[config.mk]
export PLATFORM = sky130hd
export DESIGN_NAME = i2s_tx_pattern_gen
export DESIGN_NICKNAME = d
export VERILOG_FILES = /design/src/rtl/i2s_tx_pattern_gen_pkg.sv /design/src/rtl/i2s_tx_pattern_gen_lfsr32.sv /design/src/rtl/i2s_tx_pattern_gen.sv
export SDC_FILE = /design/constraint.sdc
export NUM_CORES = 1
export LEC_CHECK = 0
export ABC_AREA = 1
export CORE_UTILIZATION = 40
export CTS_BUF_LIST = sky130_fd_sc_hd__clkbuf_8 sky130_fd_sc_hd__clkbuf_16
export CTS_CLUSTER_DIAMETER = 50
export CTS_CLUSTER_SIZE = 40
export DETAILED_ROUTE_END_ITERATION = 8
export RECOVER_POWER = 25
export SYNTH_ARGS = -nofsm -noshare
export SYNTH_HDL_FRONTEND = slang
export SYNTH_SLANG_ARGS = --single-unit
[constraint.sdc]
create_clock -name clk -period 3.3 [get_ports clk]
set_clock_uncertainty 0.2 [all_clocks]
set_input_delay 0.66 -clock clk [delete_from_list [all_inputs] [get_ports clk]]
set_output_delay 0.66 -clock clk [all_outputs]
set_load 0.005 [all_outputs]
[src/rtl/i2s_tx_pattern_gen_pkg.sv]
// ============================================================================
// Package : i2s_tx_10xe_defines
// Brief   : Shared types and constants for the I2S TX pattern generator.
// Revision: 1.0 - initial release
// ============================================================================
`default_nettype none

package i2s_tx_10xe_defines;

    typedef enum logic [2:0] {
        ZERO     = 3'd0,
        ONES     = 3'd1,
        RANDOM   = 3'd2,
        RAMP     = 3'd3,
        WALK_ONE = 3'd4
    } pat_mode_e;

    typedef enum logic [1:0] {
        IDLE = 2'd0,
        RUN  = 2'd1,
        GAP  = 2'd2
    } patgen_state_e;

    localparam logic [31:0] LFSR_POLY         = 32'h8020_0003;
    localparam logic [31:0] DEFAULT_LFSR_SEED = 32'h0000_0001;

    // Galois right-shift step; a zero state would lock up, so seeds are nonzero.
    function automatic logic [31:0] lfsr_next(input logic [31:0] s);
        return {1'b0, s[31:1]} ^ (s[0] ? LFSR_POLY : 32'd0);
    endfunction

endpackage

`default_nettype wire

[src/rtl/i2s_tx_pattern_gen_lfsr32.sv]
// ============================================================================
// Module  : i2s_tx_lfsr32
// Brief   : 32-bit Galois LFSR with seed load and advance enable.
// Revision: 1.0 - initial release
// ============================================================================
`default_nettype none

module i2s_tx_lfsr32
    import i2s_tx_10xe_defines::*;
#(
    parameter logic [31:0] SEED = DEFAULT_LFSR_SEED
) (
    input  logic        clk,
    input  logic        rst,
    input  logic        load_i,
    input  logic        adv_i,
    output logic [31:0] state_o
);

    logic [31:0] state_q;
    logic [31:0] state_d;

    always_comb begin
        state_d = state_q;
        if (load_i) begin
            state_d = SEED;
        end else if (adv_i) begin
            state_d = lfsr_next(state_q);
        end
    end

    always_ff @(posedge clk) begin
        if (rst) begin
            state_q <= SEED;
        end else begin
            state_q <= state_d;
        end
    end

    assign state_o = state_q;

endmodule

`default_nettype wire

[src/rtl/i2s_tx_pattern_gen.sv]
// ============================================================================
// Module  : i2s_tx_pattern_gen
// Brief   : Multi-channel AXI4-Stream audio pattern source for the I2S TX path.
//           Optional inter-frame gap built when I2S_TX_PATGEN_GAP_EN is defined.
// Revision: 1.0 - initial release
// ============================================================================
`default_nettype none

module i2s_tx_pattern_gen
    import i2s_tx_10xe_defines::*;
#(
    parameter int          DATA_WIDTH   = 32,
    parameter int          SAMPLE_WIDTH = 24,
    parameter int          NUM_CH       = 2,
    parameter int          CNT_WIDTH    = 16,
    parameter logic [31:0] LFSR_SEED    = DEFAULT_LFSR_SEED,
    localparam int         CH_W         = (NUM_CH > 1) ? $clog2(NUM_CH) : 1
) (
    input  logic                  clk,
    input  logic                  rst,
    input  logic                  start_i,
    input  logic                  stop_i,
    input  logic [2:0]            mode_i,
    input  logic [CNT_WIDTH-1:0]  num_frames_i,
`ifdef I2S_TX_PATGEN_GAP_EN
    input  logic [7:0]            gap_cycles_i,
`endif
    output logic                  m_tvalid_o,
    input  logic                  m_tready_i,
    output logic [DATA_WIDTH-1:0] m_tdata_o,
    output logic [CH_W-1:0]       m_tid_o,
    output logic                  m_tlast_o,
    output logic                  busy_o,
    output logic                  done_o,
    output logic [CNT_WIDTH-1:0]  frame_cnt_o
);

    localparam int WP_W = (SAMPLE_WIDTH > 1) ? $clog2(SAMPLE_WIDTH) : 1;
    localparam logic [DATA_WIDTH-1:0] SAMPLE_MASK =
        {DATA_WIDTH{1'b1}} >> (DATA_WIDTH - SAMPLE_WIDTH);

    patgen_state_e         state_q, state_d;
    pat_mode_e             mode_q, mode_d;
    logic [CNT_WIDTH-1:0]  num_frames_q, num_frames_d;
    logic [CNT_WIDTH-1:0]  frame_cnt_q, frame_cnt_d;
    logic [CH_W-1:0]       tid_q, tid_d;
    logic [WP_W-1:0]       walk_q, walk_d;
    logic [SAMPLE_WIDTH-1:0] ramp_q, ramp_d;
    logic                  stop_q, stop_d;
    logic                  done_q, done_d;
`ifdef I2S_TX_PATGEN_GAP_EN
    logic [7:0]            gap_cnt_q, gap_cnt_d;
`endif

    logic                  valid;
    logic                  accept;
    logic                  last_beat;
    logic                  frame_hit;
    logic                  lfsr_load;
    logic                  lfsr_adv;
    logic [31:0]           lfsr_state;
    logic [DATA_WIDTH-1:0] lfsr_ext;
    logic [DATA_WIDTH-1:0] pattern;

    i2s_tx_lfsr32 #(
        .SEED    (LFSR_SEED)
    ) u_lfsr (
        .clk     (clk),
        .rst     (rst),
        .load_i  (lfsr_load),
        .adv_i   (lfsr_adv),
        .state_o (lfsr_state)
    );

    assign valid     = (state_q == RUN);
    assign accept    = valid && m_tready_i;
    assign last_beat = (tid_q == CH_W'(NUM_CH - 1));
    // Guard against the +1 wrapping to zero once the counter has saturated.
    assign frame_hit = (frame_cnt_q != '1) &&
                       ((frame_cnt_q + CNT_WIDTH'(1)) == num_frames_q);
    assign lfsr_ext  = DATA_WIDTH'(lfsr_state);

    always_comb begin
        state_d      = state_q;
        mode_d       = mode_q;
        num_frames_d = num_frames_q;
        frame_cnt_d  = frame_cnt_q;
        tid_d        = tid_q;
        walk_d       = walk_q;
        ramp_d       = ramp_q;
        stop_d       = stop_q;
        done_d       = 1'b0;
        lfsr_load    = 1'b0;
        lfsr_adv     = 1'b0;
`ifdef I2S_TX_PATGEN_GAP_EN
        gap_cnt_d    = gap_cnt_q;
`endif
        case (state_q)
            IDLE: begin
                if (start_i) begin
                    state_d      = RUN;
                    mode_d       = pat_mode_e'(mode_i);
                    num_frames_d = num_frames_i;
                    frame_cnt_d  = '0;
                    tid_d        = '0;
                    walk_d       = '0;
                    ramp_d       = '0;
                    stop_d       = 1'b0;
                    lfsr_load    = 1'b1;
                end
            end
            RUN: begin
                if (stop_i) begin
                    stop_d = 1'b1;
                end
                if (accept) begin
                    lfsr_adv = 1'b1;
                    walk_d   = (walk_q == WP_W'(SAMPLE_WIDTH - 1)) ? '0 : walk_q + WP_W'(1);
                    tid_d    = last_beat ? '0 : tid_q + CH_W'(1);
                    if (last_beat) begin
                        ramp_d = ramp_q + SAMPLE_WIDTH'(1);
                        stop_d = 1'b0;
                        if (frame_cnt_q != '1) begin
                            frame_cnt_d = frame_cnt_q + CNT_WIDTH'(1);
                        end
                        if (frame_hit || stop_q || stop_i) begin
                            state_d = IDLE;
                            done_d  = 1'b1;
                        end
`ifdef I2S_TX_PATGEN_GAP_EN
                        else if (gap_cycles_i != 8'd0) begin
                            state_d   = GAP;
                            gap_cnt_d = gap_cycles_i;
                        end
`endif
                    end
                end
            end
`ifdef I2S_TX_PATGEN_GAP_EN
            GAP: begin
                gap_cnt_d = gap_cnt_q - 8'd1;
                if (gap_cnt_q == 8'd1) begin
                    state_d = RUN;
                end
            end
`endif
            default: state_d = IDLE;
        endcase
    end

    always_ff @(posedge clk) begin
        if (rst) begin
            state_q      <= IDLE;
            mode_q       <= ZERO;
            num_frames_q <= '0;
            frame_cnt_q  <= '0;
            tid_q        <= '0;
            walk_q       <= '0;
            ramp_q       <= '0;
            stop_q       <= 1'b0;
            done_q       <= 1'b0;
`ifdef I2S_TX_PATGEN_GAP_EN
            gap_cnt_q    <= 8'd0;
`endif
        end else begin
            state_q      <= state_d;
            mode_q       <= mode_d;
            num_frames_q <= num_frames_d;
            frame_cnt_q  <= frame_cnt_d;
            tid_q        <= tid_d;
            walk_q       <= walk_d;
            ramp_q       <= ramp_d;
            stop_q       <= stop_d;
            done_q       <= done_d;
`ifdef I2S_TX_PATGEN_GAP_EN
            gap_cnt_q    <= gap_cnt_d;
`endif
        end
    end

    // Undefined mode encodings fall through to the zero pattern.
    always_comb begin
        pattern = '0;
        case (mode_q)
            ONES:     pattern = SAMPLE_MASK;
            RANDOM:   pattern = lfsr_ext & SAMPLE_MASK;
            RAMP:     pattern = DATA_WIDTH'(ramp_q + SAMPLE_WIDTH'(tid_q));
            WALK_ONE: pattern = DATA_WIDTH'(1) << walk_q;
            default:  pattern = '0;
        endcase
    end

    assign m_tvalid_o  = valid;
    assign m_tdata_o   = valid ? pattern : '0;
    assign m_tid_o     = tid_q;
    assign m_tlast_o   = valid && last_beat;
    assign busy_o      = (state_q != IDLE);
    assign done_o      = done_q;
    assign frame_cnt_o = frame_cnt_q;

endmodule

`default_nettype wire

# After elaboration in Yosys (flattened, before gate mapping)
# Cells that the tools add are included.
# W data, S select, Z words.
# totals
out_inout_bits	53
memories	0
reg_bits	101
latch_bits	0
ram_bits	0
input_bits	24
mem_bits_ro	0
wordCells	83
# op_classes
shift	1
n_bitwise	4
n_div	0
n_lt_le_gt_ge	0
muxes	34
add_sub_neg	5
n_reduce_logical	16
multipliers	0
eq_ne	13
# op_table
op	n
$pmux W32 S4	1
$mux W24	3
$mux W16	4
$mux W32	2
$pmux W24 S2	1
$pmux W16 S2	1
$shl A1 B5 Y32 const A	1
$xor A31 B32 Y32	1
$add A24 B1 Y25	1
$add A24 B1 Y24 const B	1
$add A16 B1 Y16 const B	1
$eq A16 B16 Y1	1
$ne A16 B16 Y1 const B	1
$mux W5	3
$mux W1	11
$pmux W5 S2	1
$mux W2	4
$reduce_and A4 Y1	2
$eq A3 B2 Y1 const B	2
$ne A2 B1 Y1 const B	3
$add A5 B1 Y5 const B	1
$eq A5 B5 Y1 const B	1
$reduce_and A5 Y1	1
$ne A2 B2 Y1 const B	2
other kinds (15)	23

# Depth between registers and ports, before layout
# Gate-level depths: netlist (run 1).
# depth
word_depth	9
depth_mapped	16
mapped_depth_nobuf	16

# Modules after synthesis
# Synthesis (run 1) repeated with hierarchy kept, for this count alone.
# hier_totals
cells_unflattened	933
area_unflattened_um2	6050.8
# by_module_without_submodules
module	area_per_inst_um2	n_inst	seq_area_each_um2	cells_each
i2s_tx_pattern_gen	4785.8	1	1361.3	784
i2s_tx_lfsr32	1265.0	1	640.6	149

# Worst setup path before layout (run 1)
# Ideal clock, no wire load.
# synth_path
path_type	register -> output
from	reg tid_q (netlist: m_tid_o)
to	out m_tdata_o[18]
t_required_ps	2440
path_slack_ps	667
n_path_buf	0
path_stages_with_launch	13
arrival_time_ps	1773
cell_sequence	dfxtp_1 -> ha_1 -> ha_1 -> nand2_1 -> nor2_1 -> inv_1 -> nor2_1 -> inv_1 -> nor2_1 -> nand2_1 -> a21oi_1 -> o21ai_0 -> a31oi_1
# synth_via
elab_chain_len	3
# synth_rtl
item	line_no	text
start: declaration	i2s_tx_pattern_gen.sv:46	logic [CH_W-1:0] tid_q, tid_d;
start signal: assignment	i2s_tx_pattern_gen.sv:170	tid_q <= tid_d;
$add A24 B1 Y25	i2s_tx_pattern_gen.sv:187	RAMP: pattern = DATA_WIDTH'(ramp_q + SAMPLE_WIDTH'(tid_q));
$pmux W32 S4	i2s_tx_pattern_gen.sv:184	case (mode_q)
$mux W32	i2s_tx_pattern_gen.sv:194	assign m_tdata_o = valid ? pattern : '0;
end: declaration	i2s_tx_pattern_gen.sv:30	output logic [DATA_WIDTH-1:0] m_tdata_o,
# No other way between the ends.

# Worst setup path in the final report (run 1)
# layout_path
from	reg ramp_q[12]
to	out m_tdata_o[13]
# layout_via
elab_chain_len	3
# layout_rtl
item	line_no	text
start: declaration	i2s_tx_pattern_gen.sv:48	logic [SAMPLE_WIDTH-1:0] ramp_q, ramp_d;
start signal: assignment	i2s_tx_pattern_gen.sv:172	ramp_q <= ramp_d;
$add A24 B1 Y25	i2s_tx_pattern_gen.sv:187	
$pmux W32 S4	i2s_tx_pattern_gen.sv:184	
$mux W32	i2s_tx_pattern_gen.sv:194	
# No other way between the ends.

==> summary.md, run 1 <==
| Metric | Value |
|---|---|
| Antenna violations before repair | 0 |
| Htree depth | 3 |
| CTS tree | yes |
| Worst setup path category | flip-flop to primary output |
| DP Wirelength | 13770 µm |
| Post-synth top cells | nand2_1, a21oi_1, inv_1, dfxtp_1, nor2_1 |
| Share of post-route cells with drive strength above 1 | 14.40% |
| Worst Hold Slack | 261.9 ps |
| Clk sinks | 100 |
| Final WS setup | 90.64 ps |
| Area of the multi-input gates | 3445 µm² |
| Worst VDD drop | 0.3081 mV |
| Worst EP required | 2440 ps |
| Dominant cell type by area after synthesis | dfxtp_1 |
| Delay-heaviest family, CP | buffers and inverters |
| Antenna-violating nets left | 0 |
| Crit path launch | ramp_q[12] |
| Fin cells | 1191 |
| Status | complete, no violations |
| Die X | 123.5 µm |
| Total CTS buffers | 9 |
| Post-Syn Nets | 944 |
| Total leakage power | 2.792 nW |
| Largest net degree at the start of global routing | 36 |
| Maximum clock insertion buffer count | 2 |
| Vias per inst | 5.301 |
| Initial Util | 40.79% |
| Crit path max-delay cell type | clkdlybuf4s50_1 |
| Via Count | 6313 |
| Synth top area cells | dfxtp_1, nand2_1, a21oi_1 |
| GPL Wtd Cong | 0.9266 |
| DRC viols | 0 |
| Uppermost layer routed | met4 |
| Crit path largest cell delay | 540 ps |
| Die height | 123.5 µm |
| Max-Cap Viols | 0 |
| Crit path capture type | primary output |
| # IOs | 77 |
| Diodes inserted | 0 |
| Async set or reset register ratio after synthesis | 0% |
| Final slew viol count | 0 |
| WL met3 | 1581 µm |
| Synth Instances | 910 |
| Total track usage | 24.72% |
| Worst hold start | u_lfsr.state_o[26] |
| RSZ-0062 raised after global routing | true |
| Die Area | 15250 µm² |
| Top-area cell type share of the netlist area | 33.90% |
| Post-synth EDFFs | 0 |
| Number of DRC markers in iteration 0 | 556 |
| Total wire length | 18460 µm |
| Routed wl met2 | 7809 µm |
| First-pass GRT wire length | 28480 µm |
| Worst hold-check path type | flip-flop to flip-flop |
| Netlist cell types | 44 |
| Clock Pin Slew Worst Setup and Hold Paths | 70 ps |
| Avg Inst Size Synth | 6.490 µm² |
| # nets final | 1036 |
| Core area | 14480 µm² |
| Synth Cell Area | 5906 µm² |
| Pre-CTS setup slack | 139.8 ps |
| WL per Instance | 15.50 µm |
| Final Setup Violations | 0 |
| Skew-Pair Late Insertion Delay | 350 ps |
| PwrDens | 365.4 nW/µm² |
| CP arrival | 2350 ps |
| Setup Total Neg Slack | 0 ps |
| Crit-path max FO | 5 |
| Final Hold Viols | 0 |
| Synth Flop Type | dfxtp_1 |
| Number of cell rows | 44 |
| Placed cell count | 1168 |
| Top-count cell post-synth | nand2_1 |
| Grt ovf | 0 |
| DR pass1 iterations | 5 |
| WP buf/inv | 2 |
| Clock root buffer | clkbuf_16 |
| Final Critical Period | 3209 ps |
| Sequential element share of the synthesized area | 33.90% |
| Area growth, synth to finish | 27.44% |
| Relative slew margins | 26.44% |
| Final period utilization | 97.25% |
| Startpoint types | flip-flop |
| Crit-path cells | buf_4 > nand2_1 > nor2_1 > nand2_1 > nor2_1 > o21ai_0 > a21o_1 > a31oi_1 > clkdlybuf4s50_1 |
| Routed met1 length | 8845 µm |
| Warnings from Yosys | 0 |
| Fmax | 0.3116 GHz |
| Flops & latches, synth | 100 |
| Fill cell count | 1470 |
| Sequential cell area | 2012 µm² |
| Vias in the first global route | 5438 |
| Reg-to-reg slack, setup | 540 ps |
| Worst slew pin tran | 1103 ps |
| Tot Pwr | 2.750 mW |
| PortBufs | 76 |
| Reg2reg start | state_q[0] |
-- area by class of cell --
class	instances	share of cell area, %
clock buffer	11	3.358
multi-input combinational	660	45.77
sequential	100	26.73
clock inverter	5	1.081
inverter	116	5.952
timing repair buffer	115	14.05
tap	184	3.059
-- layer usage --
| metal | track usage (%) | vias to the layer above |
|---|---|---|
| li1 | - | 3200 |
| met1 | 37.26 | 2876 |
| met2 | 35.09 | 221 |
| met3 | 5.489 | 16 |
| met4 | 5.949 | 0 |
| met5 | 0 | - |
-- per-stage QoR --
| stage | utilization [%] | area [µm²] |
|---|---|---|
| after global placement | 48.39 | 7007 |
| after floorplan | - | 5906 |
| after global routing | 51.98 | 7526 |
| after CTS | 51.11 | 7401 |
| final | 51.98 | 7526 |
| after detailed placement | 48.39 | 7007 |
-- logic make-up after synthesis --
group / share of synthesized area (%)
compound gates: 19.75
xor+xnor: 1.568
fa+ha+maj: 2.119
buf+inv: 10.08
flops: 33.90
simple gates: 32.58
-- what timing repair did --
action                                  4_1_cts  5_1_grt
hold endpoints to repair                      0        0
endpoints found under the setup margin       18       27
setup buffers                                 4        3
pin swaps                                     9       10
hold buffers                                  0        0
gates resized for setup                      23       47
-- state kept, by name, summed over array words and instances, names as in the netlist --
signal	cells
done_o	1
frame_cnt_o	16
m_tid_o	1
mode_q	3
num_frames_q	16
ramp_q	24
state_q	1
stop_q	1
u_lfsr.state_o	32
walk_q	5
-- where the power goes --
part / leakage [nW] / total [mW] / switching, mW / internal, mW
clock network: 0.162 / 1.19 / 0.478 / 0.708
registers: 0.815 / 1.25 / 0.0191 / 1.23
logic: 1.81 / 0.312 / 0.191 / 0.121
total: 2.79 / 2.75 / 0.688 / 2.06
-- cell usage in the layout (no fill, tap or decap), types with 3 or more instances in the layout --
cell type        count
inv_4                4
nor2_4               7
inv_1              106
nor3_1              16
clkbuf_16            9
o21ai_1              8
dlygate4sd2_1        7
o21ai_0             52
a31oi_1             19
dlymetal6s2s_1       7
nor2_1              61
nor2_2              22
nand2_1            210
nand4_1             16
clkinv_2             3
nand3_2              3
inv_2                3
xor2_1               6
dfxtp_2              8
a21oi_2              6
ha_1                 8
dfxtp_1             92
nor3_2              11
a211oi_1             3
nand2_2              9
nand3_1             59
buf_4               36
nor4_2               3
clkdlybuf4s50_1     48
dlygate4sd3_1       12
a21oi_1            116
-- path summary, 6_finish.rpt --
kind | cells past startpoint | to
max | 9 | m_tdata_o[13]
min | 2 | u_lfsr.state_o[25]
max reg2reg | 7 | ramp_q[4]
min reg2reg | 2 | u_lfsr.state_o[25]
-- worst min-delay path, cell delays in order, from the launching register on --
cell	delay, ps
dfxtp_1	310
nand2_1	60
a21oi_1	50
Note: power is estimated with default switching activity, not from simulation.
==> run 2, diff against run 1 <==
CELL_PAD_IN_SITES_DETAIL_PLACEMENT = 1   (was default)
CELL_PAD_IN_SITES_GLOBAL_PLACEMENT = 1   (was default)
CORE_UTILIZATION = 39   (was 40)
PLACE_DENSITY_LB_ADDON = 0.1   (was default)
SLEW_MARGIN = 10   (was default)
==> summary.md, run 2 (same netlist as run 1, synthesis figures left out) <==
| Metric | Value |
|---|---|
| Clock share of power | 40.7% (-2.4 points) |
| RSZ-0062 raised after global routing | true |
| Logic pwr share | 12.0% (+0.7 points) |
| Most frequent cells in the layout | nand2_1, a21oi_1, inv_1, dfxtp_1, nor2_1 |
| Via Count | 6514 (+3.2%) |
| CP arrival | 2410 ps (+60 ps) |
| Tot Pwr | 2.650 mW (-3.6%) |
| Final period utilization | 98.98% (+1.7 points) |
| PwrDens | 349.9 nW/µm² (-4.2%) |
| Final Setup Violations | 0 (unchanged) |
| Diodes inserted | 0 (unchanged) |
| Worst hold-check path type | flip-flop to flip-flop |
| Max-Cap Viols | 0 (unchanged) |
| GPL Wtd Cong | 0.9389 (+1.3%) |
| Die X | 125.1 µm (+1.3%) |
| Setup Total Neg Slack | 0 ps (unchanged) |
| Crit path capture type | primary output |
| CTS tree | yes |
| Vias per inst | 5.446 (+2.8%) |
| Vias in the first global route | 6271 (+15%) |
| Clock root buffer | clkbuf_16 |
| Most common cell after layout, fill and taps aside | nand2_1 |
| PortBufs | 76 (unchanged) |
| Die Area | 15640 µm² (+2.5%) |
| DP Wirelength | 15590 µm (+13%) |
| Worst slew pin tran | 1181 ps (+77.61 ps) |
| Relative slew margins | 21.26% (-5.2 points) |
| WL per Instance | 17.71 µm (+14%) |
| Clock Pin Slew Worst Setup and Hold Paths | 70 ps (about the same) |
| Antenna violations before repair | 0 (unchanged) |
| Status | complete, no violations |
| First-pass GRT wire length | 33550 µm (+18%) |
| Worst Hold Slack | 263.5 ps (+1.589 ps) |
| Total leakage power | 2.810 nW (+0.66%) |
| Area growth, synth to finish | 28.22% |
| Die height | 125.1 µm (+1.3%) |
| Flop pwr share | 47.3% (+1.8 points) |
| Total track usage | 27.34% (+2.6 points) |
| Skew-Pair Late Insertion Delay | 360 ps (about the same) |
| # nets final | 1042 (+0.58%) |
| Initial Util | 40.33% (-0.46 points) |
| Max reg flops | 32 (unchanged) |
| # IOs | 77 (unchanged) |
| Total wire length | 21180 µm (+15%) |
| Htree depth | 3 (unchanged) |
| Worst setup path category | flip-flop to primary output |
| Reg-to-reg slack, setup | 470 ps (-70 ps) |
| Largest net degree at the start of global routing | 36 (unchanged) |
| DR pass1 iterations | 7 (+2) |
| DRC viols | 0 (unchanged) |
| Share of post-route cells with drive strength above 1 | 15.91% (+1.5 points) |
| Clk sinks | 100 (unchanged) |
| Sw Share | 26.91% (+1.9 points) |
| Final Critical Period | 3266 ps (+57.05 ps) |
| Final Hold Viols | 0 (unchanged) |
| Worst EP required | 2440 ps (about the same) |
| Core area | 14640 µm² (+1.1%) |
| Pint | 1.937 mW (-6.1%) |
| Net switching power figure | 0.7130 mW (+3.6%) |
| Startpoint types | flip-flop |
| Antenna-violating nets left | 0 (unchanged) |
| Grt ovf | 0 (unchanged) |
| Number of cell rows | 44 (unchanged) |
| Number of DRC markers in iteration 0 | 514 (-7.6%) |
| Maximum clock insertion buffer count | 2 (unchanged) |
| Worst VDD drop | 0.3195 mV (+3.7%) |
| Crit-path max FO | 8 (+3) |
| Fmax | 0.3061 GHz (-1.7%) |
| Total CTS buffers | 9 (unchanged) |
| Final slew viol count | 0 (unchanged) |
run 2: cell count changes in the layout (fill, tap and decap cells not counted), moves of 4 or more:
| cell | delta |
|---|---|
| dfxtp_1 | -7 |
| buf_4 | +5 |
| dfxtp_2 | +5 |
| nand2_1 | -4 |
| nand2_2 | +4 |
run 2: worst max-delay path, cell delays in order, from the launching register on:
cell and delay, ps:
dfxtp_2 360, inv_1 70, nor2_2 130, inv_1 130, nor2_4 140, buf_6 130
buf_4 160, nand3_1 160, a31oi_2 220, clkdlybuf4s50_1 550
run 2: area by class of cell:
class,instances,area [µm²]
well taps,184,230.2
fillers,1940,7072
clock inverters,6,67.56
multi-input cells,660,3477
clock buffers,9,225.2
repair buffers,121,1096
flip-flops and latches,100,2026
inverters,116,450.4
run 2: path summary, 6_finish.rpt:
| kind | startpoint | end | depth (start not counted) |
|---|---|---|---|
| worst max-delay path | mode_q[0] | m_tdata_o[4] | 9 |
| worst min-delay path | u_lfsr.state_o[26] | u_lfsr.state_o[26] | 2 |
| worst max register to register | state_q[0] | ramp_q[4] | 7 |
| worst min register to register | u_lfsr.state_o[26] | u_lfsr.state_o[26] | 2 |
run 2: metrics by stage:
step | cell area (µm²) | worst slack (ps) | utilization (%) | cells
after CTS | 7456 | -79.83 | 50.91 | 1194
after global placement | 7024 | 66.69 | 47.97 | 1172
final | 7572 | 33.58 | 51.71 | 1196
after global routing | 7572 | -90.66 | 51.71 | 1196
after detailed placement | 7024 | 49.80 | 47.97 | 1172
after floorplan | 5906 | 667.3 | - | 910
run 2: timing repair:
item,4_1_cts,5_1_grt
setup endpoints to repair,23,25
endpoints found under the hold margin,0,0
hold buffers,0,0
pin swaps,12,10
setup buffers,7,2
resized for setup,48,45
run 2: metal layers:
metal  GRT usage (%)  up-vias  share of wire [%]
met5               0        -                  0
met4           7.604        0                1.9
met3           4.236       31                5.2
met2           42.82      170                 44
met1           38.80     3121                 49
li1                -     3192                  -
run 2: power groups by stage:
stage | logic [mW] | clock network (mW) | registers [mW]
final | 0.319 | 1.08 | 1.25
after global placement | 0.307 | 0 | 1.28
after global routing | 0.354 | 1.14 | 1.25
after floorplan | 0.184 | 0 | 1.27
after CTS | 0.315 | 1.10 | 1.25
after detailed placement | 0.310 | 0 | 1.28
==> run 3, diff against run 2 <==
GPL_TIMING_DRIVEN = 0   (was default)
==> summary.md, run 3 (same netlist as run 1, synthesis figures left out) <==
| Metric | Value |
|---|---|
| Status | finished with violations |
| Failing checks | setup timing |
| Area growth, synth to finish | 32.42% |
| Net switching power figure | 0.8448 mW (+18%) |
| Die Area | 15640 µm² (unchanged) |
| Max reg flops | 32 (unchanged) |
| Worst hold-check path type | flip-flop to flip-flop |
| Relative slew margins | 50.50% (+29 points) |
| Flop pwr share | 45.2% (-2.1 points) |
| Hold buffers post-CTS | 0 (unchanged) |
| Final Critical Period | 3340 ps (+73.61 ps) |
| Met1 usage | 39.95% (+1.2 points) |
| WHS Path Cells | 2 (unchanged) |
| Reg2reg start | frame_cnt_o[0] |
| Crit path launch | ramp_q[8] |
| Sw Share | 30.60% (+3.7 points) |
| Clock share of power | 42.0% (+1.3 points) |
| Htree depth | 3 (unchanged) |
| Fmax | 0.2994 GHz (-2.2%) |
| Critical Path End | m_tdata_o[22] |
| DR pass1 iterations | 7 (unchanged) |
| PortBufs | 75 (-1.3%) |
| Final Hold Viols | 0 (unchanged) |
| Reg-to-reg slack, setup | 740 ps (+270 ps) |
| PwrDens | 353.0 nW/µm² (+0.87%) |
| Number of DRC markers in iteration 0 | 524 (+1.9%) |
| Fill cell count | 1906 (-1.8%) |
| Placed cell count | 1169 (-0.26%) |
| Skew-Pair Late Insertion Delay | 370 ps (about the same) |
| Share of post-route cells with drive strength above 1 | 18.23% (+2.3 points) |
| DP Area | 6887 µm² (-2.0%) |
| CTS tree | yes |
| Die height | 125.1 µm (unchanged) |
| Diodes inserted | 0 (unchanged) |
| # nets final | 1055 (+1.2%) |
| CP arrival | 2480 ps (+70 ps) |
| Startpoint types | flip-flop |
| Logic pwr share | 12.8% (+0.8 points) |
| Worst VDD drop | 0.2445 mV (-23%) |
| Total leakage power | 2.840 nW (+1.1%) |
| Worst EP required | 2440 ps (about the same) |
| Crit-path max FO | 5 (-3) |
| Total track usage | 28.78% (+1.4 points) |
| Max-Cap Viols | 0 (unchanged) |
| Maximum clock insertion buffer count | 2 (unchanged) |
| Worst r2r path cells | 11 (+4) |
| Number of cell rows | 44 (unchanged) |
| Antenna-violating nets left | 0 (unchanged) |
| Worst setup path category | flip-flop to primary output |
| Pint | 1.916 mW (-1.1%) |
| Total CTS buffers | 9 (unchanged) |
| Clock Pin Slew Worst Setup and Hold Paths | 90 ps (+20 ps) |
| Final WS setup | -40.03 ps (-73.61 ps) |
| Vias in the first global route | 6489 (+3.5%) |
| M2 GR Usage | 43.97% (+1.2 points) |
| Clock root buffer | clkbuf_16 |
| Sequential cell area | 2046 µm² (+0.99%) |
| Initial Util | 40.33% (unchanged) |
| Via Count | 6727 (+3.3%) |
| Setup Total Neg Slack | -66.92 ps (-66.92 ps) |
| RSZ-0062 raised after global routing | true |
| Final slew viol count | 0 (unchanged) |
| Largest net degree at the start of global routing | 23 (-36%) |
| Met3 Track Usage GR | 6.932% (+2.7 points) |
| Pre-CTS setup slack | -427.5 ps (-477.3 ps) |
| Crit path capture type | primary output |
| # IOs | 77 (unchanged) |
| Final period utilization | 101.2% (+2.2 points) |
| Most frequent cells in the layout | nand2_1, a21oi_1, inv_1, dfxtp_1, clkdlybuf4s50_1 |
| DP Wirelength | 16150 µm (+3.6%) |
| Die X | 125.1 µm (unchanged) |
| Worst r2r dst | frame_cnt_o[14] |
| Total wire length | 22730 µm (+7.3%) |
| Core area | 14640 µm² (unchanged) |
| Fin cells | 1210 (+1.2%) |
| Clk sinks | 100 (unchanged) |
| Grt ovf | 0 (unchanged) |
| Vias per inst | 5.560 (+2.1%) |
| Finished Cell Area | 7820 µm² (+3.3%) |
| WL per Instance | 18.79 µm (+6.1%) |
| Antenna violations before repair | 0 (unchanged) |
| DRC viols | 0 (unchanged) |
| Final Setup Violations | 2 (+2) |
| Most common cell after layout, fill and taps aside | nand2_1 |
| Area of the multi-input gates | 3641 µm² (+4.7%) |
| Gr busiest metal | met2 |
| First-pass GRT wire length | 34930 µm (+4.1%) |
| Worst slew pin tran | 742.5 ps (-438.5 ps) |
| GPL Wtd Cong | 0.9103 (-3.0%) |
run 3: cell count changes in the layout (fill, tap and decap cells not counted), sizes merged, moves of 2 or more:
cell and change:
clkbuf +28, clkdlybuf4s50 +12, dlygate4sd3 -12, dlygate4sd2 -6, buf -9, inv +2
run 3: final cells by class:
class | instances | area share (%)
inverters | 116 | 5.840
clock buffers | 9 | 2.880
clock inverters | 7 | 1.200
plain buffers | 33 | 2.272
multi-input cells | 660 | 46.56
repair buffers | 101 | 12.14
flip-flops and latches | 100 | 26.16
well taps | 184 | 2.944
run 3: critical path, stage by stage, from the launching register on:
cell and delay [ps]:
dfxtp_2 370, inv_1 120, nor3_4 210, nand4_1 320, nor3_4 350, nand2_4 70, xor2_1 160, o22ai_1 160
nor2_1 80, nor2_1 120, buf_2 140
run 3: through the flow:
step	hold slack [ps]	total power [mW]	utilization, %
4_1_cts	273.7	2.766	51.66
2_1_floorplan	237.4	1.457	-
3_3_place_gp	251.3	1.591	47.03
6_report	271.4	2.760	53.40
3_5_place_dp	253.2	1.596	47.03
5_1_grt	286.5	2.848	53.40
run 3: worst min-delay path by stage:
stage	startpoint	to
after floorplan	u_lfsr.state_o[22]	u_lfsr.state_o[21]
after CTS	u_lfsr.state_o[24]	u_lfsr.state_o[24]
final	u_lfsr.state_o[24]	u_lfsr.state_o[24]
after global placement	u_lfsr.state_o[22]	u_lfsr.state_o[21]
after global routing	u_lfsr.state_o[22]	u_lfsr.state_o[21]
after detailed placement	u_lfsr.state_o[22]	u_lfsr.state_o[21]
run 3: power groups by stage:
stage	sequential, mW	clock [mW]	combinational, mW
5_1_grt	1.25	1.22	0.380
2_1_floorplan	1.27	0	0.184
6_report	1.25	1.16	0.352
3_3_place_gp	1.28	0	0.313
3_5_place_dp	1.28	0	0.317
4_1_cts	1.25	1.18	0.339
run 3: repair_timing:
item	in CTS	in global routing
pin swaps	22	21
buffers inserted	14	12
cloned	0	0
endpoints found under the setup margin	32	25
resized for setup	117	57
run 3: per-layer routing:
metal  vias to the layer above  share of wire, %
li1                       3236                 -
met1                      3260                48
met2                       185                44
met3                        46               5.5
met4                         0               2.9
met5                         -                 0
